$ cat config.mk
export PLATFORM = sky130hd
export DESIGN_NAME = pearson_sched
export DESIGN_NICKNAME = d
export VERILOG_FILES = /design/src/rtl/pearson_sched.sv
export SDC_FILE = /design/constraint.sdc
export NUM_CORES = 1
export LEC_CHECK = 0
export CORE_AREA = 2 2 69 71
export DETAILED_ROUTE_END_ITERATION = 12
export DIE_AREA = 0 0 71 73
export PLACE_DENSITY = 0.87
export SLEW_MARGIN = 20
export SYNTH_ARGS = -nofsm -noshare
export SYNTH_HDL_FRONTEND = slang
export SYNTH_SLANG_ARGS = --single-unit
$ cat constraint.sdc
create_clock -name clk_i -period 2.8 [get_ports clk_i]
set_input_delay 0.56 -clock clk_i [delete_from_list [all_inputs] [get_ports clk_i]]
set_output_delay 0.56 -clock clk_i [all_outputs]
set_load 0.05 [all_outputs]
$ cat src/rtl/pearson_sched.sv
// rtl/pearson_sched.sv - round-robin sequencer sharing one Pearson hash engine among requesters
//
// Purpose:
//   Arbitrates N_REQ requesters onto a single Pearson hash datapath.
//   The granted requester streams its message bytes one per cycle
//   through the recurrence h := T[h xor c]. The permutation table T is
//   an external asynchronous-read RAM. The final hash is returned with
//   the owning requester ID over a valid/ready handshake.
//
// Parameters:
//   N_REQ  number of requesters (2..8)
//   ID_W   requester ID width, ceil(log2(N_REQ))
//   LEN_W  message length field width
//
// Ports:
//   clk_i         clock, rising edge
//   reset_i       asynchronous active-high reset
//   req_i         per-requester request level
//   len_i         per-requester message length, slice k = requester k
//   gnt_o         one-hot grant, held through HASH and DONE
//   byte_i        per-requester message byte, slice k = requester k
//   byte_valid_i  per-requester byte valid
//   byte_rd_o     byte ready, only the granted bit and only in HASH
//   tbl_addr_o    table address, h xor selected byte in HASH, else 0
//   tbl_data_i    table read data for tbl_addr_o, same cycle
//   hash_valid_o  hash result valid (DONE)
//   hash_o        hash result
//   hash_id_o     requester owning hash_o
//   hash_ready_i  consumer accepts the result
//   busy_o        high whenever the sequencer is not idle

module pearson_sched #(
    parameter int N_REQ = 2,
    parameter int ID_W  = 1,
    parameter int LEN_W = 4
) (
    input  logic                   clk_i,
    input  logic                   reset_i,
    input  logic [N_REQ-1:0]       req_i,
    input  logic [N_REQ*LEN_W-1:0] len_i,
    output logic [N_REQ-1:0]       gnt_o,
    input  logic [N_REQ*8-1:0]     byte_i,
    input  logic [N_REQ-1:0]       byte_valid_i,
    output logic [N_REQ-1:0]       byte_rd_o,
    output logic [7:0]             tbl_addr_o,
    input  logic [7:0]             tbl_data_i,
    output logic                   hash_valid_o,
    output logic [7:0]             hash_o,
    output logic [ID_W-1:0]        hash_id_o,
    input  logic                   hash_ready_i,
    output logic                   busy_o
);

    typedef enum logic [1:0] {
        S_IDLE = 2'd0,
        S_HASH = 2'd1,
        S_DONE = 2'd2
    } state_t;

    state_t             r_state;
    logic [7:0]         r_h;
    logic [LEN_W-1:0]   r_cnt;
    logic [LEN_W-1:0]   r_len;
    logic [ID_W-1:0]    r_id;
    logic [ID_W-1:0]    r_ptr;
    logic [N_REQ-1:0]   r_gnt;
    logic [N_REQ-1:0]   r_byte_rd;
    logic               r_hash_valid;
    logic [7:0]         r_hash;
    logic [ID_W-1:0]    r_hash_id;
    logic               r_busy;

    logic               w_found;
    logic [ID_W-1:0]    w_win_id;
    logic [LEN_W-1:0]   w_win_len;
    logic [N_REQ-1:0]   w_win_onehot;
    logic [7:0]         w_sel_byte;
    logic               w_sel_valid;
    logic               w_accept;
    logic               w_last;
    logic [ID_W-1:0]    w_next_ptr;

    // Round-robin scan: priority order is ptr, ptr+1, ... wrapping at N_REQ.
    always_comb begin
        w_found  = 1'b0;
        w_win_id = '0;
        for (int i = 0; i < N_REQ; i++) begin
            for (int k = 0; k < N_REQ; k++) begin
                if (!w_found && (k == ((int'(r_ptr) + i) % N_REQ)) && req_i[k]) begin
                    w_found  = 1'b1;
                    w_win_id = ID_W'(k);
                end
            end
        end
    end

    // Length slice of the arbitration winner.
    always_comb begin
        w_win_len = '0;
        for (int k = 0; k < N_REQ; k++) begin
            if (ID_W'(k) == w_win_id) begin
                w_win_len = len_i[k*LEN_W +: LEN_W];
            end
        end
    end

    assign w_win_onehot = N_REQ'(1) << w_win_id;

    // Byte lane of the currently granted requester.
    always_comb begin
        w_sel_byte  = 8'h00;
        w_sel_valid = 1'b0;
        for (int k = 0; k < N_REQ; k++) begin
            if (ID_W'(k) == r_id) begin
                w_sel_byte  = byte_i[k*8 +: 8];
                w_sel_valid = byte_valid_i[k];
            end
        end
    end

    assign w_accept   = (r_state == S_HASH) && w_sel_valid;
    assign w_last     = (r_cnt == (r_len - LEN_W'(1)));
    assign w_next_ptr = (int'(r_id) == N_REQ - 1) ? '0 : r_id + ID_W'(1);

    always_ff @(posedge clk_i or posedge reset_i) begin
        if (reset_i) begin
            r_state      <= S_IDLE;
            r_h          <= 8'h00;
            r_cnt        <= '0;
            r_len        <= '0;
            r_id         <= '0;
            r_ptr        <= '0;
            r_gnt        <= '0;
            r_byte_rd    <= '0;
            r_hash_valid <= 1'b0;
            r_hash       <= 8'h00;
            r_hash_id    <= '0;
            r_busy       <= 1'b0;
        end else begin
            case (r_state)
                S_IDLE: begin
                    if (w_found) begin
                        r_id   <= w_win_id;
                        r_len  <= w_win_len;
                        r_h    <= 8'h00;
                        r_cnt  <= '0;
                        r_gnt  <= w_win_onehot;
                        r_busy <= 1'b1;
                        if (w_win_len != '0) begin
                            r_state   <= S_HASH;
                            r_byte_rd <= w_win_onehot;
                        end else begin
                            // Empty message: the hash is the initial value.
                            r_state      <= S_DONE;
                            r_hash_valid <= 1'b1;
                            r_hash       <= 8'h00;
                            r_hash_id    <= w_win_id;
                        end
                    end
                end

                S_HASH: begin
                    if (w_accept) begin
                        r_h   <= tbl_data_i;
                        r_cnt <= r_cnt + LEN_W'(1);
                        if (w_last) begin
                            r_state      <= S_DONE;
                            r_byte_rd    <= '0;
                            r_hash_valid <= 1'b1;
                            r_hash       <= tbl_data_i;
                            r_hash_id    <= r_id;
                        end
                    end
                end

                S_DONE: begin
                    if (hash_ready_i) begin
                        r_state      <= S_IDLE;
                        r_ptr        <= w_next_ptr;
                        r_gnt        <= '0;
                        r_hash_valid <= 1'b0;
                        r_hash       <= 8'h00;
                        r_hash_id    <= '0;
                        r_busy       <= 1'b0;
                    end
                end

                default: begin
                    r_state   <= S_IDLE;
                    r_gnt     <= '0;
                    r_byte_rd <= '0;
                    r_busy    <= 1'b0;
                end
            endcase
        end
    end

    // Table address is combinational so the table answers in the same cycle.
    assign tbl_addr_o   = (r_state == S_HASH) ? (r_h ^ w_sel_byte) : 8'h00;

    assign gnt_o        = r_gnt;
    assign byte_rd_o    = r_byte_rd;
    assign hash_valid_o = r_hash_valid;
    assign hash_o       = r_hash;
    assign hash_id_o    = r_hash_id;
    assign busy_o       = r_busy;

endmodule

Word-level counts from Yosys, hierarchy flattened:

Cells that the tools add are included.

* register bits after elaboration: 35
* word-level logic and storage cells: 105

* $add $sub $neg: 4
* equality and inequality tests: 10
* shift-type cells: 1
* muxes and demuxes: 50
* bitwise logic cells: 4
* reduce and logical (&&, ||, !) cells: 24

Operators by type and width (number)
* $mux W8: 9
* $logic_not A32 Y1: 2
* $pmux W8 S3: 1
* $mux W2: 10
* $mux W1: 19
* $pmux W2 S3: 3
* $pmux W8 S2: 1
* $mux W4: 3
* $ne A2 B2 Y1 const B: 6
* $pmux W1 S3: 3
* $logic_and A1 B1 Y1: 8
* $pmux W4 S2: 1
* $xor A8 B8 Y8: 1
* $reduce_and A3 Y1: 2
* $reduce_and A6 Y1: 1
* $reduce_and A5 Y1: 1
* $add A4 B1 Y4 const B: 1
* $eq A4 B4 Y1: 1
* $reduce_and A2 Y1: 2
* $reduce_and A4 Y1: 1
* $reduce_bool A4 Y1: 1
* $sub A4 B1 Y4 const B: 1
* $logic_not A1 Y1: 3
* $reduce_bool A3 Y1: 1
* other kinds (9): 11

Longest topological paths before layout:

* depth in word-level cells: 20
* mapped depth: 8
* depth with buffers taken out: 7

Worst setup path before layout:

No wires, ideal clock.

* path type: register to output
* start point: register r_state[1]
* end point: output port tbl_addr_o[0]
* arrival time: 1.628 ns
* data required time: 2.240 ns
* setup slack: 0.612 ns
* stages on the path, launching flop included: 6
* path buffers: 2
* cell sequence: dfrtp_1 -> inv_1 -> ha_1 -> clkbuf_1 -> clkbuf_1 -> and2_1

* word-level cells in the longest chain between the ends: 2

RTL lines
* start, declared: RTL line 60 `state_t r_state;`
* start signal, assigned: RTL line 127 `r_state <= S_IDLE;`
* start signal, assigned: RTL line 150 `r_state <= S_HASH;`
* start signal, assigned: RTL line 154 `r_state <= S_DONE;`
* $eq A2 B1 Y1: RTL line 199 `assign tbl_addr_o = (r_state == S_HASH) ? (r_h ^ w_sel_byte) : 8'h00;`
* $mux W8: RTL line 199
* end, declared: RTL line 45 `output logic [7:0] tbl_addr_o,`

No other way between the ends.

Worst setup path after layout:

* start point: register r_id
* end point: output port tbl_addr_o[4]

* word-level cells in the longest chain between the ends: 3

RTL lines
* start, declared: RTL line 64 `logic [ID_W-1:0] r_id;`
* start signal, assigned: RTL line 143 `r_id <= w_win_id;`
* $mux W8: RTL line 114 `if (ID_W'(k) == r_id) begin`
* $xor A8 B8 Y8: RTL line 199
* $mux W8: RTL line 199

No other way between the ends.

==> flow_results.xml <==
<?xml version="1.0" encoding="UTF-8"?>
<metrics>
  <group name="clock_network">
    <metric name="cts.repair.resized" unit="">0</metric>
    <metric name="post-cts-setup-buffer-count" unit="">0</metric>
    <metric name="clock_sinks" unit="">35</metric>
    <metric name="tritoncts" unit="">built</metric>
    <metric name="clock_tree.buffer_depth" unit="">2</metric>
    <metric name="h-tree-depth" unit="">2</metric>
    <metric name="clock_insertion_delay_worst_skew" unit="ns">0.29</metric>
    <metric name="clkSlewWorstSetupHoldPaths" unit="ns">0.08</metric>
    <metric name="cts-root-buf" unit="">clkbuf_8</metric>
    <metric name="ctsHoldBuffers" unit="">0</metric>
    <metric name="numCtsBuffers" unit="">5</metric>
  </group>
  <group name="place">
    <metric name="portBuffers" unit="">61</metric>
    <metric name="place.detailed.hpwl" unit="um">3747</metric>
    <metric name="gp_congestion" unit="">0.8748</metric>
  </group>
  <group name="global_route">
    <metric name="overflow" unit="">0</metric>
    <metric name="grt_pass1_wl" unit="um">8114</metric>
    <metric name="first_global_vias" unit="">1707</metric>
    <metric name="grt_max_degree" unit="">36</metric>
    <metric name="grt_antenna_before_repair" unit="">0</metric>
    <metric name="gr-usage-all-layers" unit="">0.2025</metric>
  </group>
  <group name="finish">
    <metric name="design.final.nets" unit="">297</metric>
    <metric name="final_layout_size_suffix_gt1_frac" unit="">0.1304</metric>
    <metric name="syn2layout_area_growth" unit="%">42.82</metric>
    <metric name="diodes" unit="">0</metric>
  </group>
  <group name="sta">
    <metric name="rsz0062_at_grt" unit="">no</metric>
    <metric name="final_max_slew_viol_count" unit="">0</metric>
    <metric name="fin_tns_setup" unit="ns">0</metric>
    <metric name="worst_slew_margin_rel" unit="">0.5241</metric>
    <metric name="max_clock_freq" unit="MHz">414.7</metric>
    <metric name="min_period" unit="ns">2.411</metric>
    <metric name="hold_viol" unit="">0</metric>
    <metric name="timing.clock.skew" unit="ns">0.007177</metric>
    <metric name="worst-slew-pin-transition" unit="ns">0.7083</metric>
    <metric name="finalSetupViolations" unit="">0</metric>
    <metric name="finalCritPeriodShare" unit="">0.8611</metric>
    <metric name="holdWs" unit="ns">0.4973</metric>
  </group>
  <group name="run">
    <metric name="max_cap_viols" unit="">0</metric>
  </group>
  <group name="worst_setup_path">
    <metric name="worst-r2r-cell-count" unit="">7</metric>
    <metric name="critPathMaxFanout" unit="">12</metric>
    <metric name="crit_type" unit="">reg -&gt; out</metric>
    <metric name="critical_path.startpoint_type" unit="">flip-flop</metric>
    <metric name="slowest_stage" unit="">dfrtp_1</metric>
    <metric name="r2r_endpoint" unit="">hash_id_o$_DFFE_PP0P_</metric>
    <metric name="cp.buffers_inverters" unit="">1</metric>
    <metric name="reg2reg_from" unit="">r_state[1]$_DFFE_PP0P_</metric>
    <metric name="cpLargestDelayFamily" unit="">flip-flops</metric>
    <metric name="path_cells" unit="">mux2i_1, xnor2_1, and2_1, buf_12</metric>
    <metric name="critPathCaptureType" unit="">primary output</metric>
    <metric name="r2r_setup_slack" unit="ns">0.47</metric>
    <metric name="worst_ep_arrival_time" unit="ns">1.85</metric>
    <metric name="worst_ep_required_time" unit="ns">2.24</metric>
    <metric name="slowest_delay" unit="ns">0.75</metric>
  </group>
  <group name="logic_synthesis">
    <metric name="postSynthCellCount" unit="">188</metric>
    <metric name="synth_cell_types" unit="">38</metric>
    <metric name="synth_largest_type_area_fraction" unit="">0.4428</metric>
    <metric name="synth_nets" unit="">233</metric>
    <metric name="synth_enable_flop_cells" unit="">0</metric>
    <metric name="synth_ff_type" unit="">dfrtp_1</metric>
    <metric name="synth_area_leader_cell" unit="">dfrtp_1</metric>
    <metric name="synth_warnings" unit="">0</metric>
    <metric name="postSynthAreaPerCell" unit="um2">10.52</metric>
    <metric name="ys_ff_latch" unit="">35</metric>
    <metric name="synth_area" unit="um2">1978</metric>
    <metric name="netlist_top_cells_area" unit="">dfrtp_1 (44%), mux2i_1 (7.1%), xnor2_1 (5.3%), a22o_1 (4.9%), ha_1 (3.8%)</metric>
    <metric name="asyncSetResetFlopFracSynth" unit="">1.000</metric>
    <metric name="sequential_to_total_area_share_from_yosys_stat" unit="">0.4428</metric>
  </group>
  <group name="route">
    <metric name="ant_nets" unit="">0</metric>
    <metric name="finalWirelength" unit="um">4890</metric>
    <metric name="dr.pass1.iters" unit="">4</metric>
    <metric name="route.detailed.wl_per_inst" unit="um">15.93</metric>
    <metric name="via_total_after_detailed_routing" unit="">1705</metric>
    <metric name="vias_per_cell" unit="">5.554</metric>
    <metric name="drt_iter0_drc" unit="">59</metric>
    <metric name="route.detailed.drc" unit="">0</metric>
  </group>
  <group name="die">
    <metric name="floorplan.initialDensity" unit="">0.4361</metric>
    <metric name="design.core.area" unit="um2">4536</metric>
    <metric name="die_h" unit="um">73</metric>
    <metric name="boundaryPins" unit="">62</metric>
    <metric name="full_die_area" unit="um2">5183</metric>
    <metric name="std_cell_rows" unit="">25</metric>
    <metric name="floorplan.die.width" unit="um">71</metric>
  </group>
  <group name="status">
    <metric name="run_status" unit="">finished clean</metric>
  </group>
  <group name="hold_path">
    <metric name="min_delay_path_depth" unit="">1</metric>
    <metric name="min-delay-path-class" unit="">reg -&gt; reg</metric>
    <metric name="min-delay-start" unit="">hash_o[0]$_DFFE_PP0P_</metric>
    <metric name="timing.hold.worst_endpoint" unit="">hash_o[0]$_DFFE_PP0P_</metric>
  </group>
  <group name="power">
    <metric name="ir_drop" unit="mV">0.5536</metric>
    <metric name="power_per_cell_area" unit="nW/um2">1135</metric>
    <metric name="power_leakage" unit="nW">1.223</metric>
  </group>
</metrics>
-- how the worst max path moves through the flow --
| stage | from | slack (ns) | endpoint | depth (start not counted) |
|---|---|---|---|---|
| floorplan | r_state[1]$_DFFE_PP0P_ | 0.61 | tbl_addr_o[0] | 5 |
| global placement | len_i[0] | 0.25 | hash_id_o$_DFFE_PP0P_ | 6 |
| detailed placement | len_i[0] | 0.21 | hash_id_o$_DFFE_PP0P_ | 6 |
| CTS | r_id$_DFFE_PP0P_ | 0.35 | tbl_addr_o[4] | 4 |
| global route | r_id$_DFFE_PP0P_ | 0.28 | tbl_addr_o[0] | 4 |
| finish | r_id$_DFFE_PP0P_ | 0.39 | tbl_addr_o[4] | 4 |
-- per-layer routing --
layer,routed length [um],track usage,vias up
met3,324,0.05110,8
met2,2309,0.3333,75
met5,0,0,-
met1,2180,0.2595,808
li1,-,-,814
met4,76,0.07547,0
-- sequential cells by signal, summed over array words and instances, names as in the netlist --
name          count
hash_o            8
busy_o            1
r_h               8
r_id              1
r_len             4
r_cnt             4
byte_rd_o         2
r_state           2
gnt_o             2
hash_id_o         1
r_ptr             1
hash_valid_o      1
-- placed cells by master (no fill, tap or decap), drive strengths merged, types with 2 or more instances in the layout --
cell / Yosys / final
mux2: 7 / 7
clkdlybuf4s50: 0 / 53
o21ai: 7 / 7
or2: 3 / 3
nor2: 8 / 8
o311ai: 5 / 5
clkinvlp: 0 / 2
dfrtp: 35 / 35
clkbuf: 6 / 5
a32o: 4 / 4
buf: 2 / 12
nand3: 12 / 12
nand2: 11 / 11
a21oi: 5 / 5
mux2i: 14 / 14
a22o: 11 / 11
and2: 9 / 9
xnor2: 12 / 12
inv: 8 / 8
a31oi: 2 / 2
nor3: 5 / 5
a21o: 2 / 2
ha: 6 / 6
-- cell usage after synthesis, types with 5 or more instances --
cell type and number:
o21ai_0 7, nor2_1 8, inv_1 8, xnor2_1 12
clkbuf_1 6, ha_1 6, o311ai_1 5, mux2i_1 14
mux2_2 5, nand3_1 12, nand2_1 11, a22o_1 11
and2_1 9, dfrtp_1 35
-- power by group --
group | switching (mW) | internal [mW]
Sequential | 0.190 | 0.699
Combinational | 1.08 | 0.880
Clock | 0.189 | 0.173
Total | 1.45 | 1.75
-- final cells by class --
class / instances / area, um2
Fill cell: 374 / 1710
Multi-Input combinational cell: 137 / 1042
Sequential cell: 35 / 875.8
Timing Repair Buffer: 65 / 720.7
Clock buffer: 5 / 68.82
Tap cell: 54 / 67.56
Inverter: 8 / 30.03
Clock inverter: 3 / 20.02
-- kinds of logic after synthesis --
logic type,share of synthesized area
fa+ha+maj,0.03795
simple gates,0.1518
flops,0.4428
buf+inv,0.03036
compound gates,0.1569
xor+xnor,0.06958
mux,0.1107
-- worst register-to-register path: cells and delay by family (launching register included) --
kind	cells	cell delay, ns
fa+ha+maj	1	0.31
mux	1	0.34
flops	1	0.41
simple gates	2	0.64
buf+inv	1	0.12
compound gates	2	0.43
-- per-stage QoR --
step | power [mW] | area (um2) | instances | worst slack [ns] | util
6_report | 3.207 | 2825 | 307 | 0.3889 | 0.6229
5_1_grt | 3.401 | 2825 | 307 | 0.2817 | 0.6229
4_1_cts | 3.222 | 2825 | 307 | 0.3516 | 0.6229
3_5_place_dp | 2.848 | 2736 | 299 | 0.2104 | 0.6033
3_3_place_gp | 2.782 | 2736 | 299 | 0.2498 | 0.6033
2_1_floorplan | 2.180 | 1978 | 188 | 0.6117 | -
Power figures use the tool's default switching activity.
